--- src/rtl/hamming_uart_tx_core.sv ---
// hamming_uart_tx_core: Hamming(7,4) nibble encoder feeding an 8N1 UART transmitter plus a debug counter.
// Define HAMMING_SECDED_EN to send overall even parity in frame bit 7 (extended SECDED word).
module hamming_uart_tx_core #(
    parameter int CLKS_PER_BIT = 8
) (
    input  logic       clk,
    input  logic       rst_n,
    input  logic [3:0] i_data_in,
    input  logic       i_start,
    output logic       o_tx,
    output logic       o_tx_busy,
    output logic [6:0] o_code_out,
    output logic       o_code_valid,
    output logic [2:0] o_count
);
    localparam int BW = (CLKS_PER_BIT > 1) ? $clog2(CLKS_PER_BIT) : 1;
    localparam logic [BW-1:0] LAST = BW'(CLKS_PER_BIT - 1);

    typedef enum logic [1:0] {S_IDLE, S_START, S_DATA, S_STOP} state_t;

    state_t        r_state, w_state_nxt;
    logic          r_start_d;
    logic [6:0]    r_code;
    logic          r_valid;
    logic [2:0]    r_count;
    logic [BW-1:0] r_baud, w_baud_nxt;
    logic [2:0]    r_idx, w_idx_nxt;
    logic [7:0]    r_byte, w_byte_nxt;
    logic          r_tx, w_tx_nxt;
    logic          r_busy, w_busy_nxt;
    logic          w_edge, w_bit_end, w_b7;
    logic [6:0]    w_code;

    assign w_edge    = i_start & ~r_start_d;
    assign w_bit_end = (r_baud == LAST);
    assign w_code    = {i_data_in[3], i_data_in[2], i_data_in[1],
                        i_data_in[1] ^ i_data_in[2] ^ i_data_in[3], i_data_in[0],
                        i_data_in[0] ^ i_data_in[2] ^ i_data_in[3],
                        i_data_in[0] ^ i_data_in[1] ^ i_data_in[3]};
`ifdef HAMMING_SECDED_EN
    assign w_b7 = ^r_code;
`else
    assign w_b7 = 1'b0;
`endif

    always_ff @(posedge clk or negedge rst_n) begin
        if (!rst_n) begin
            r_start_d <= 1'b0;
            r_code    <= '0;
            r_valid   <= 1'b0;
            r_count   <= '0;
        end else begin
            r_start_d <= i_start;
            r_valid   <= w_edge;
            r_count   <= r_count + 3'd1;
            if (w_edge) r_code <= w_code;
        end
    end

    always_ff @(posedge clk or negedge rst_n) begin
        if (!rst_n) begin
            r_state <= S_IDLE;
            r_baud  <= '0;
            r_idx   <= '0;
            r_byte  <= '0;
            r_tx    <= 1'b1;
            r_busy  <= 1'b0;
        end else begin
            r_state <= w_state_nxt;
            r_baud  <= w_baud_nxt;
            r_idx   <= w_idx_nxt;
            r_byte  <= w_byte_nxt;
            r_tx    <= w_tx_nxt;
            r_busy  <= w_busy_nxt;
        end
    end

    // Outputs are computed one cycle ahead so tx/busy come straight from flops.
    always_comb begin
        w_state_nxt = r_state;
        w_baud_nxt  = w_bit_end ? '0 : r_baud + 1'b1;
        w_idx_nxt   = r_idx;
        w_byte_nxt  = r_byte;
        w_tx_nxt    = r_tx;
        w_busy_nxt  = r_busy;
        case (r_state)
            S_IDLE: begin
                w_baud_nxt = '0;
                w_tx_nxt   = 1'b1;
                w_busy_nxt = 1'b0;
                if (r_valid) begin
                    w_state_nxt = S_START;
                    w_byte_nxt  = {w_b7, r_code};
                    w_tx_nxt    = 1'b0;
                    w_busy_nxt  = 1'b1;
                end
            end
            S_START: if (w_bit_end) begin
                w_state_nxt = S_DATA;
                w_idx_nxt   = '0;
                w_tx_nxt    = r_byte[0];
            end
            S_DATA: if (w_bit_end) begin
                w_idx_nxt   = r_idx + 3'd1;
                w_state_nxt = (r_idx == 3'd7) ? S_STOP : S_DATA;
                w_tx_nxt    = (r_idx == 3'd7) ? 1'b1 : r_byte[w_idx_nxt];
            end
            S_STOP: if (w_bit_end) begin
                w_state_nxt = S_IDLE;
                w_busy_nxt  = 1'b0;
            end
            default: w_state_nxt = S_IDLE;
        endcase
    end

    assign o_tx         = r_tx;
    assign o_tx_busy    = r_busy;
    assign o_code_out   = r_code;
    assign o_code_valid = r_valid;
    assign o_count      = r_count;
endmodule

--- config.mk ---
export PLATFORM = sky130hd
export DESIGN_NAME = hamming_uart_tx_core
export DESIGN_NICKNAME = d
export VERILOG_FILES = /design/src/rtl/hamming_uart_tx_core.sv
export SDC_FILE = /design/constraint.sdc
export NUM_CORES = 1
export LEC_CHECK = 0
export ABC_AREA = 0
export BUFFER_PORTS_ARGS = -buffer_cell sky130_fd_sc_hd__buf_2
export CAP_MARGIN = 5
export CORE_MARGIN = 4
export CORE_UTILIZATION = 45
export CTS_BUF_LIST = sky130_fd_sc_hd__clkbuf_4 sky130_fd_sc_hd__clkbuf_8
export CTS_CLUSTER_DIAMETER = 200
export CTS_CLUSTER_SIZE = 12
export DETAILED_ROUTE_END_ITERATION = 6
export PLACE_DENSITY = 0.61
export SETUP_SLACK_MARGIN = 0.05
export SLEW_MARGIN = 20
export SYNTH_ARGS = -nofsm -noshare
export SYNTH_HDL_FRONTEND = slang
export SYNTH_SLANG_ARGS = --single-unit
--- constraint.sdc ---
create_clock -name clk -period 4.2 [get_ports clk]
set_input_delay 0.63 -clock clk [delete_from_list [all_inputs] [get_ports clk]]
set_output_delay 0.63 -clock clk [all_outputs]
set_load 0.02 [all_outputs]
[Yosys cells after proc, flatten, opt, wreduce, memory -nomap -nowiden]
Index checks and enable logic that the tools add are counted.
Storage, ports and cells
  bits in registers: 29
  bits of input ports: 7
  output and inout port bits: 13
  word-level logic and storage cells: 61
Cells by class
  add/sub/neg operators: 3
  $lt $le $gt $ge: 1
  eq/ne operators: 9
  muxes and demuxes: 21
  bitwise logic cells: 8
  reductions and logical operators: 9
Operators by type and width (number)
  3-bit two-way mux: 4
  3-bit by 1-bit adder with 3-bit output, second input constant: 3
  1-bit two-way mux: 8
  2-bit two-way mux: 4
  2-bit inequality test, second input constant: 4
  2-bit case mux with 4 select lines: 1
  3-bit == test, second input constant: 2
  3-bit case mux with 2 select lines: 1
  3-bit AND reduction: 2
  1-bit bitwise XOR: 6
  2-bit == test, second input constant: 2
  3-bit by 4-bit < comparator with 1-bit output, second input constant: 1
  2-bit AND reduction: 2
  4-bit AND reduction: 1
  2-bit nonzero test: 2
  1-bit binary-select mux with 3-bit select: 1
  1-bit case mux with 3 select lines: 1
  3-bit nonzero test: 1
  2-bit by 1-bit == test with 1-bit output, second input constant: 1
  2-bit zero test: 1
  1-bit case mux with 2 select lines: 1
  1-bit bitwise AND: 1
  1-bit inverter: 1

[Depth between registers and ports, before layout]
  depth in word-level cells: 6
  depth in mapped cells: 6
  mapped depth without buffers: 5

[Least setup slack after synthesis]
Ideal clock, no wire load.
  path kind: register to register
  from: register r_idx[0]
  to: register r_tx (netlist: o_tx)
  data arrival time: 1668 ps
  required time: 4116 ps
  setup slack: 2448 ps
  stages on the path, launching flop included: 5
  path buffers: 0
  cell sequence: dfrtp_1 ha_1 mux2_4 a221o_1 a311o_1
On the way
  longest elaborated chain between the ends: 6
  elaborated cells on any way between the ends: 7
Ends and longest elaborated chain
  start, declared: line 27  | logic [2:0] r_idx, w_idx_nxt;
  start signal, assigned: line 71  | r_idx <= w_idx_nxt;
  3-bit by 1-bit adder with 3-bit output: line 104  | w_idx_nxt = r_idx + 3'd1;
  1-bit binary-select mux with 3-bit select: line 106  | w_tx_nxt = (r_idx == 3'd7) ? 1'b1 : r_byte[w_idx_nxt];
  1-bit two-way mux (not written as such): line 106
  1-bit two-way mux (*): line 106
  1-bit two-way mux (*): line 103  | S_DATA: if (w_bit_end) begin
  1-bit case mux with 3 select lines (*): line 86  | case (r_state)
  end signal, assigned: line 73  | r_tx <= w_tx_nxt;
  end, declared: line 29  | logic r_tx, w_tx_nxt;
Mark *: on every way between the ends. The rest lies on a longest branch, timed or not. The select of a mux whose other input is x is not followed.
A chain may end at the register's enable or synchronous reset.

[Worst setup path after layout]
Ends and elaborated chain as after synthesis.

==> impl_metrics.toml <==
[sta]
finalWorstPathRequiredPeriod_ps = 1950
timing_hold_violations_final = 0
max_slew.worst_pin.slew_ps = 625
period_share = 0.465
timing.slew.headroom = 0.584
setup_slack_ps = 2250
setup_total_negative_slack_ps = 0
slew_viol_final = 0
clock.fmax_mhz = 512
setup_repair_after_global_routing_missed_its_margin = "false"
clock_skew_ps = 3.49
finalSetupViolations = 0

[yosys]
synth-warning-count = 0
synth_most_common_cell = "dfrtp_1"
synthArstFlopShare = 1.00
synth.largest_area_cell = "dfrtp_1"
synth_seq_area_share = 0.542
synth_enable_flop_cells = 0
ys_seq_elements = 29
synthTopCellsByArea = "dfrtp_1 52%, mux2_2 11%, ha_1 9.3%, xnor2_1 2.6%, mux2i_1 2.2%"
synthesis.nets = 122
synthesis.area_per_instance_um2 = 12.8
netlist.area_leader.share = 0.522
synth_commonest_cells = "28 x dfrtp_1, 13 x mux2_2, 10 x ha_1"
synth_flop_cell = "dfrtp_1"
ys_types = 29
synthesis.area_um2 = 1340
syn_inst = 105

[critical_path]
timing.critical_path.to_type = "flop"
reg2reg_to = "o_tx"
worstSetupStartpoint = "r_idx[0]"
worst_r2r_path_depth = 4
r2r_setup_slack_ps = 2250
timing.critical_path.fanout_max = 7
worstSetupStartpointType = "flop"
worst_setup_path_endpoint = "o_tx"
cp.arrival_ps = 2210
worst_ep_required_time_ps = 4450
worst_r2r_startpoint = "r_idx[0]"
criticalPathCategory = "flop to flop"

[worst_hold_path]
hp-class = "input pin to asynchronous set/reset pin"

[clock_tree]
postCtsSetupBuffers = 0
cts.sink_count = 29
cts.hold.buffers_added = 0
cts_max_level = 2
post_cts_resized = 0
clock_latency_ps = 320
cts-root-buf = "clkbuf_4"
cts-buffers-inserted = 5
cts_max_path_buffers = 2
cts.clk_slew.worst_paths_ps = 90
tritoncts = "built"

[cells_and_area]
drive_above_1_share = 0.333
antenna_cells = 0
layout.filler_cells = 267
nets = 145
fin_cells = 160
multi_input_area_um2 = 577
areaGrowthSynthToFinish_pct = 14.4
register_area_um2 = 727

[grt]
antenna_found_initial = 0
globalRouteTotalUtil = 0.139
globalRouteOverflowTotal = 0
largest_net_degree_at_the_start_of_global_routing = 30
first_global_vias = 937
grt_first_pass_wirelength_um = 4180

[placed_design]
port_bufs = 19
setup_ws_pre_cts_ps = 2250
routabilityCongestion = 0.781
sum_of_net_half_perimeters_after_detailed_placement_um = 1750
placed_cells_incl_taps = 152

[route]
drt_iter0_markers = 13
drt_drc_violations_left = 0
drt_pass1_iterations = 4
post_drt_wl_per_cell_um = 14.2
via_per_inst = 5.24
routed-via-count = 839
drt_wl_total_um = 2270
drt.antenna.violating_nets = 0

[pwr]
total_power_divided_by_cell_area_nw_per_um2 = 643
max-vdd-ir-drop_mv = 0.342
power_leakage_nw = 0.756

[run_status]
run_status = "finished clean"

[flow_run]
timing.max_cap.violations = 0

[floorplan]
pin_count = 20
total_die_area_um2 = 3920
die-height_um = 62.6
floorplan.rows = 19
floorplan.core_area_um2 = 2810
die-width_um = 62.6
initial_core_util = 0.478
## cells by family (layout without fill, tap and decap cells)
logic type | after synthesis | in the layout | synth area share
adders and majority gates | 10 | 10 | 0.0933
DFF | 29 | 29 | 0.542
and+or+nand+nor | 16 | 16 | 0.0588
AOI/OAI and AO/OA | 16 | 16 | 0.0877
muxes | 18 | 18 | 0.151
xor gates and xnor gates | 6 | 6 | 0.0392
buffers and inverters | 10 | 34 | 0.0280
## layout make-up
type | instances | area share
flip-flops and latches | 29 | 0.474
clock buffers | 7 | 0.0424
clock inverters | 1 | 0.00326
inverters | 7 | 0.0171
multi-input cells | 66 | 0.376
repair buffers | 19 | 0.0620
well taps | 31 | 0.0253
## state kept, by name, indices dropped and copies added, names as in the netlist
name and flops:
o_code_out 7, o_code_valid 1, o_count 3, o_tx 1, o_tx_busy 1, r_baud 3, r_byte 7, r_idx 3
r_start_d 1, r_state 2
## worst min-delay path by stage
stage               startpoint            end  slack (ps)  cells after the start
floorplan                rst_n  o_code_out[0]         330                      0
global placement     r_baud[0]      r_baud[0]         430                      1
detailed placement  o_count[0]     o_count[0]         440                      1
CTS                      rst_n     r_state[0]         310                      1
global route             rst_n     r_state[0]         330                      1
finish                   rst_n     r_state[0]         310                      1
## report_power, final
part	switching [mW]	internal, mW
Clock	0.0934	0.0968
Sequential	0.0606	0.368
Combinational	0.185	0.182
Total	0.339	0.647
## cell usage in the layout (no fill, tap or decap)
cell type / Yosys / layout
dfrtp_1: 28 / 28
buf_2: 0 / 19
mux2_2: 13 / 13
ha_1: 10 / 10
inv_1: 7 / 7
nand2_1: 6 / 6
clkbuf_4: 0 / 5
o21ai_0: 4 / 4
xnor2_1: 4 / 4
nor3_1: 3 / 3
nor2b_1: 3 / 3
mux2i_1: 3 / 3
xor2_1: 2 / 2
o22ai_1: 2 / 2
nor2_1: 2 / 2
clkbuf_8: 0 / 2
nand2b_1: 1 / 1
a32o_1: 1 / 1
mux2_1: 1 / 1
o21ba_1: 1 / 1
nor2b_2: 1 / 1
a221oi_1: 1 / 1
mux2_4: 1 / 1
a221o_1: 1 / 1
a22oi_1: 1 / 1
a2111oi_0: 1 / 1
o21a_1: 1 / 1
a311o_1: 1 / 1
a21boi_0: 1 / 1
a21oi_1: 1 / 1
clkinv_2: 0 / 1
dfstp_2: 1 / 1
## stage by stage
stage                     power (mW)  area, um^2   util  hold slack (ps)
final                          0.987        1530  0.547              310
after global placement         0.785        1460  0.522              425
after global routing            1.08        1530  0.547              335
after CTS                       1.00        1530  0.547              313
after floorplan                0.708        1340      -              334
after detailed placement       0.806        1460  0.522              445
## routing by layer
| layer | vias up | track usage | share of wire |
|---|---|---|---|
| li1 | 409 | - | - |
| met1 | 404 | 0.158 | 0.45 |
| met2 | 19 | 0.221 | 0.47 |
| met3 | 7 | 0.0576 | 0.057 |
| met4 | 0 | 0.0744 | 0.025 |
| met5 | - | 0 | 0 |
## critical path: stages, from the launching register on
cell     delay [ps]
dfrtp_1         470
ha_1            400
mux2_4          320
a221o_1         340
a311o_1         350
(Power assumes the default switching activity.)
